==> src/rtl/mem_arbiter.sv <==
// Round-robin arbiter that lets NUM_REQ cores share one data-memory port.
// Each access takes three cycles: grant (IDLE), memory strobe (ISSUE),
// completion pulse with load data (RESP).
//
// state | meaning
// ------+------------------------------------------------------------
// IDLE  | searching for a requester from rr_ptr upward; grant on handshake
// ISSUE | drive the latched access onto the memory port for one cycle
// RESP  | pulse rsp_valid for the granted core, rsp_rdata already captured
module mem_arbiter #(
  parameter int NUM_REQ = 4,
  parameter int ADDR_W  = 8,
  parameter int DATA_W  = 16
) (
  input  logic                      clk,
  input  logic                      reset,
  input  logic [NUM_REQ-1:0]        req_valid,
  input  logic [NUM_REQ-1:0]        req_we,
  input  logic [NUM_REQ*ADDR_W-1:0] req_addr,
  input  logic [NUM_REQ*DATA_W-1:0] req_wdata,
  output logic [NUM_REQ-1:0]        req_ready,
  output logic [NUM_REQ-1:0]        rsp_valid,
  output logic [DATA_W-1:0]         rsp_rdata,
  output logic                      mem_en,
  output logic                      mem_we,
  output logic [ADDR_W-1:0]         mem_addr,
  output logic [DATA_W-1:0]         mem_wdata,
  input  logic [DATA_W-1:0]         mem_rdata
);

  localparam int IDX_W = (NUM_REQ > 1) ? $clog2(NUM_REQ) : 1;

  typedef enum logic [1:0] {
    IDLE  = 2'd0,
    ISSUE = 2'd1,
    RESP  = 2'd2
  } state_t;

  state_t              state;
  state_t              state_nxt;
  logic [IDX_W-1:0]    rr_ptr;
  logic [IDX_W-1:0]    gnt_idx;
  logic [IDX_W-1:0]    win_idx;
  logic                win_found;
  logic                handshake;
  logic                lat_we;
  logic [ADDR_W-1:0]   lat_addr;
  logic [DATA_W-1:0]   lat_wdata;
  logic [IDX_W:0]      cand;
  logic [IDX_W-1:0]    cand_idx;

  // Round-robin search: first asserted req_valid at or above rr_ptr, wrapping.
  always_comb begin
    win_found = 1'b0;
    win_idx   = '0;
    cand      = '0;
    cand_idx  = '0;
    for (int k = 0; k < NUM_REQ; k++) begin
      cand = {1'b0, rr_ptr} + (IDX_W+1)'(k);
      if (cand >= (IDX_W+1)'(NUM_REQ)) begin
        cand = cand - (IDX_W+1)'(NUM_REQ);
      end
      cand_idx = cand[IDX_W-1:0];
      if (!win_found && req_valid[cand_idx]) begin
        win_found = 1'b1;
        win_idx   = cand_idx;
      end
    end
  end

  // Grant only in IDLE; reset gating keeps req_ready low while reset is held.
  assign handshake = (state == IDLE) && win_found && reset;

  // State register.
  always_ff @(posedge clk or negedge reset) begin
    if (!reset) begin
      state <= IDLE;
    end else begin
      state <= state_nxt;
    end
  end

  // Next state and all combinational outputs.
  always_comb begin
    state_nxt = state;
    req_ready = '0;
    rsp_valid = '0;
    mem_en    = 1'b0;
    mem_we    = 1'b0;
    mem_addr  = '0;
    mem_wdata = '0;
    case (state)
      IDLE: begin
        if (handshake) begin
          req_ready[win_idx] = 1'b1;
          state_nxt          = ISSUE;
        end
      end
      ISSUE: begin
        mem_en    = 1'b1;
        mem_we    = lat_we;
        mem_addr  = lat_addr;
        mem_wdata = lat_wdata;
        state_nxt = RESP;
      end
      RESP: begin
        rsp_valid[gnt_idx] = 1'b1;
        state_nxt          = IDLE;
      end
      default: begin
        state_nxt = IDLE;
      end
    endcase
  end

  // Latch the winner's request and advance the round-robin pointer past it.
  always_ff @(posedge clk or negedge reset) begin
    if (!reset) begin
      rr_ptr    <= '0;
      gnt_idx   <= '0;
      lat_we    <= 1'b0;
      lat_addr  <= '0;
      lat_wdata <= '0;
    end else if (handshake) begin
      gnt_idx   <= win_idx;
      lat_we    <= req_we[win_idx];
      lat_addr  <= req_addr[win_idx*ADDR_W +: ADDR_W];
      lat_wdata <= req_wdata[win_idx*DATA_W +: DATA_W];
      if (win_idx == IDX_W'(NUM_REQ-1)) begin
        rr_ptr <= '0;
      end else begin
        rr_ptr <= win_idx + 1'b1;
      end
    end
  end

  // Capture load data as ISSUE ends; stores complete with zero data.
  always_ff @(posedge clk or negedge reset) begin
    if (!reset) begin
      rsp_rdata <= '0;
    end else if (state == ISSUE) begin
      rsp_rdata <= lat_we ? '0 : mem_rdata;
    end
  end

endmodule

==> config.mk <==
export PLATFORM = sky130hd
export DESIGN_NAME = mem_arbiter
export DESIGN_NICKNAME = d
export VERILOG_FILES = /design/src/rtl/mem_arbiter.sv
export SDC_FILE = /design/constraint.sdc
export NUM_CORES = 1
export LEC_CHECK = 0
export BUFFER_PORTS_ARGS = -buffer_cell sky130_fd_sc_hd__buf_2
export CAP_MARGIN = 20
export CORE_UTILIZATION = 41
export CTS_BUF_LIST = sky130_fd_sc_hd__clkbuf_16
export DETAILED_ROUTE_END_ITERATION = 16
export PLACE_DENSITY = 0.78
export RECOVER_POWER = 50
export SLEW_MARGIN = 20
export SYNTH_ARGS = -nofsm -noshare
export SYNTH_HDL_FRONTEND = slang
export SYNTH_SLANG_ARGS = --single-unit
==> constraint.sdc <==
create_clock -name clk -period 1.97 [get_ports clk]
set_input_delay 0.197 -clock clk [delete_from_list [all_inputs] [get_ports clk]]
set_output_delay 0.197 -clock clk [all_outputs]
set_load 0.02 [all_outputs]
Word-level counts from Yosys, hierarchy flattened
Index checks and enable logic that the tools add are counted.
{"block": "totals", "wordCells": 81, "inputBits": 122, "register_bits": 47, "output_inout_bits": 50}
{"block": "op_classes", "add_sub_neg": 8, "reduce_logical": 11, "muxes": 37, "eq_ne": 4, "order_cmp": 12, "shifts": 2}
{"cell": "$shiftx A64 B7 Y16", "count": 1}
{"cell": "$mux W16", "count": 2}
{"cell": "$shiftx A32 B6 Y8", "count": 1}
{"cell": "$mux W2", "count": 10}
{"cell": "$lt A2 B3 Y1 const B", "count": 6}
{"cell": "$mux W1", "count": 13}
{"cell": "$mux W4", "count": 3}
{"cell": "$bmux W1 S2", "count": 5}
{"cell": "$ge A3 B3 Y1 const B", "count": 3}
{"cell": "$mux W8", "count": 1}
{"cell": "$sub A2 B1 Y2 const B", "count": 4}
{"cell": "$logic_and A1 B1 Y1", "count": 7}
{"cell": "$add A2 B2 Y3 const B", "count": 2}
{"cell": "$demux W1 S2", "count": 2}
{"cell": "$eq A2 B2 Y1 const B", "count": 2}
{"cell": "$ge A2 B1 Y1 const B", "count": 2}
{"cell": "$pmux W2 S2", "count": 1}
{"cell": "$add A2 B1 Y3 const B", "count": 1}
{"cell": "$ge A2 B3 Y1 const B", "count": 1}
{"cell": "$logic_not A1 Y1", "count": 3}
{"cell": "$add A2 B1 Y2 const B", "count": 1}
{"cell": "$eq A2 B1 Y1 const B", "count": 1}
{"cell": "$logic_not A2 Y1", "count": 1}
{"cell": "$ne A2 B2 Y1 const B", "count": 1}

Depth between registers and ports, before layout
{"block": "logic_depth", "word_depth": 20, "mapped_depth": 11, "depth_no_buf": 7}

Worst setup path before layout
OpenSTA, ideal clock, no wires.
{"block": "synth_timing", "path_type": "flip-flop to output port", "startpoint": "register rr_ptr[1]", "endpoint": "output port req_ready[3]", "path_slack_ns": 0.000, "arrival_time_ns": 1.773, "path_buffers": 4, "stages_incl_launch_ff": 10, "required_ns": 1.773, "cell_sequence": "dfrtp_1 -> buf_6 -> or3b_1 -> buf_2 -> nand2_4 -> buf_6 -> buf_6 -> inv_1 -> ha_1 -> and2_1"}
{"block": "synth_via", "elab_chain_len": 20, "elab_cells_between_ends": 46, "cone_classes": "add/sub (7); order compare (6); mux (24); reduce/logical (9)"}
{"item": "from (decl)", "line_no": "41", "source": "logic [IDX_W-1:0] rr_ptr;"}
{"item": "from (signal assigned)", "line_no": "132", "source": "rr_ptr <= win_idx + 1'b1;"}
{"item": "parallel branches: the longest is 18 deep, another holds $add A2 B1 Y3"}
{"item": "$mux W4 *", "line_no": "94", "source": "if (handshake) begin"}
{"item": "$mux W4 *", "line_no": "92", "source": "case (state)"}
{"item": "to (decl)", "line_no": "21", "source": "output logic [NUM_REQ-1:0] req_ready,"}
Every way passes the cells marked *. The select of a mux whose other input is x is not followed.

Worst setup path in the final report
Ends and elaborated chain as after synthesis.

==> results.md <==
- Initial Util: 42.5%
- CTS tree: done
- Global-route wire length before repair: 14300 um
- FFs w/ async S/R, synth: 100%
- Count of cell types in the netlist: 37
- Total length of routed wires: 9450 um
- FF-to-FF path depth: 7
- Hold Path Class: in2reg
- Antenna cells: 0
- Sequential fraction of the synthesis area: 37.9%
- IO Pins: 172
- GRT Total Usage: 23.6%
- Grt met1 use: 27.5%
- Vias in the first global route: 3008
- Max Cap Viol: 0
- FMAX: 0.498 GHz
- Clk buf depth: 2
- Mean Syn Cell Area: 9.17 sq um
- Worst Setup Start Kind: register
- First DRT Iteration DRCs: 122
- Total design power: 4.92 mW
- # H-tree levels: 2
- Crit. End Element: primary output
- Critical path arrival: 1.81 ns
- CORE AREA: 0.00729 sq mm
- CTS Buf Count: 5
- Post-Syn Area: 0.00310 sq mm
- Vias: 3213
- Row cnt: 31
- Worst r2r dst: lat_wdata[11]
- GR Util met2: 43.6%
- Setup crit start: rr_ptr[1]
- Initial antenna violation count: 0
- Largest net degree at the start of global routing: 48
- Detailed Place HPWL: 6710 um
- Final net count: 629
- Largest stage delay, worst path: 0.47 ns
- Lkg Pwr: 2.24 nW
- Post-layout min period: 2.01 ns
- Cells after DPL: 592
- Hold Fails Final Rpt: 0
- Setup_tns: -0.0373 ns
- # hold bufs at CTS: 0
- Non-filler instance count after layout: 606
- Commonest non-fill, non-tap cell in the layout: buf_2
- Die height: 89.0 um
- Hold Path Origin: mem_rdata[1]
- Max-slew headroom: 21.6%
- RSZ-0062 raised after global routing: true
- Min Hold Slack: 0.148 ns
- Routed Antenna Nets: 0
- Filler cells: 679
- DR WL/cell: 15.6 um
- Commonest non-fill, non-tap cells in the layout: 151 x buf_2, 61 x nand2_1, 46 x dfrtp_1, 26 x o21ai_0
- CP Cell Sequence: mux2i_4 > o22a_1 > nand2_4 > inv_2 > ha_1 > and2_4 > buf_6
- Skew final: 0.00312 ns
- Most Crowded Layer GR: met2
- Worst setup margin: -0.0373 ns
- Slew @ Worst Pin: 1.18 ns
- Kind of critical path: reg2out
- Layout Utilization: 58.7%
- Critical path fanouts, max: 6
- Slew Viols, Final: 0
- Die area: 0.00791 sq mm
- Main synth FF type: dfrtp_1
- Die X-Extent: 89.0 um
- Failing checks: negative setup slack
- Final Cycle Share: 102%
- Number of synthesized flops with an enable pin: 0
- CP max-delay cell: dfrtp_2
- Clock Sink Count: 47
- Worst vdd ir: 468 uV
- DR DRC count: 0
- Gate Count Post-Synth: 338
- Syn nets: 461
- Grt ovf: 0
- Hold Path End: rsp_rdata[1]
- Pwr dens: 1150 mW/mm^2
- Status: finished, violations left
- Gpl congestion: 0.784
- WHS Path Cells: 3
- Critical R2R Launch: rr_ptr[1]
- CP required: 1.77 ns
- Final setup fails: 1
- DR vias/cell: 5.30
- IO Port Bufs: 171
- GR Util met3: 4.80%
- Skew-Pair Late Insertion Delay: 0.28 ns
- R2R setup slack: 0.12 ns
- Root Buffer: clkbuf_16
- YS warnings: 0
- Clk pin slew, worst setup/hold paths: 0.06 ns
- First drt pass iteration count: 4
- Yosys reg bits: 47
- Synthesis-to-finish area growth: 38.0%
- Layout cell share with drive strength beyond 1: 44.6%
-- flip-flops by register name, indices dropped and copies added, names as in the netlist --
name / count
gnt_idx: 2
lat_wdata: 16
lat_addr: 8
state: 2
rsp_rdata: 16
rr_ptr: 2
lat_we: 1
-- stage by stage --
stage          setup slack [ns]  instance area (sq um)
4_1_cts                 0.00427                   4250
5_1_grt                  -0.102                   4280
6_report                -0.0373                   4280
3_5_place_dp            -0.0286                   4020
3_3_place_gp             0.0466                   4020
2_1_floorplan          0.000480                   3110
-- logic make-up after synthesis --
kind of cell,after synthesis,synth area share [%]
AOI/OAI and AO/OA,86,22.7
adders and majority gates,1,0.403
buffers and inverters,34,6.17
DFF,47,37.9
muxes,26,8.39
and+or+nand+nor,144,24.4
-- worst max-delay path: cells and delay by family, from the launching register on --
family                     cells  cell delay [ns]
DFF                            1             0.47
muxes                          1             0.22
adders and majority gates      1             0.17
and+or+nand+nor                2             0.25
AOI/OAI and AO/OA              1             0.25
buffers and inverters          2             0.16
-- repair_timing --
item	4_1_cts	5_1_grt
pin swaps	3	2
endpoints found under the setup margin	9	29
gates resized for setup	12	9
hold endpoints to repair	0	0
setup buffers	3	2
gates cloned	1	0
-- cell usage after synthesis (2+ instances only) --
cell type  number  area, sq um
a21bo_1         5         50.1
a21bo_2        20          200
a21oi_1         3         15.0
and2_1         27          169
buf_2           3         15.0
buf_4           4         30.0
buf_6           6         67.6
clkbuf_1       15         56.3
dfrtp_1        47         1180
inv_1           4         15.0
mux2i_1        26          260
nand2_1        61          229
nand2b_1        2         12.5
nand3_1        25          125
nand3b_1       16          120
nor2_1          3         11.3
nor4bb_1        2         20.0
o211ai_1       14          105
o211ai_2       11          138
o21ai_0        26          130
o22a_1          2         17.5
-- layer usage --
| metal | up-vias | part of all wire, % |
|---|---|---|
| met5 | - | 0 |
| met4 | 0 | 1.3 |
| met3 | 12 | 7.4 |
| met2 | 155 | 50 |
| met1 | 1511 | 41 |
| li1 | 1535 | - |
-- how the worst max path moves through the flow --
stage,end,slack [ns],depth (start not counted)
3_5_place_dp,lat_wdata[1],-0.03,5
5_1_grt,req_ready[3],-0.10,7
6_report,req_ready[3],-0.04,7
2_1_floorplan,req_ready[3],0.0005,9
3_3_place_gp,lat_wdata[14],0.05,5
4_1_cts,req_ready[2],0.004,6
-- power breakdown --
group          switching (mW)  internal (mW)  leakage (nW)
clock network           0.358          0.598        0.0838
logic                    1.30          0.973          1.56
registers               0.286           1.40         0.589
-- layout make-up --
class | instances | area (sq um) | share of cell area (%)
sequential | 47 | 1180 | 27.5
inverter | 5 | 18.8 | 0.439
clock inverter | 3 | 43.8 | 1.02
multi-input combinational | 258 | 1790 | 41.9
timing repair buffer | 189 | 998 | 23.3
tap | 99 | 124 | 2.89
clock buffer | 5 | 125 | 2.92
Note: power is estimated with default switching activity, not from simulation.
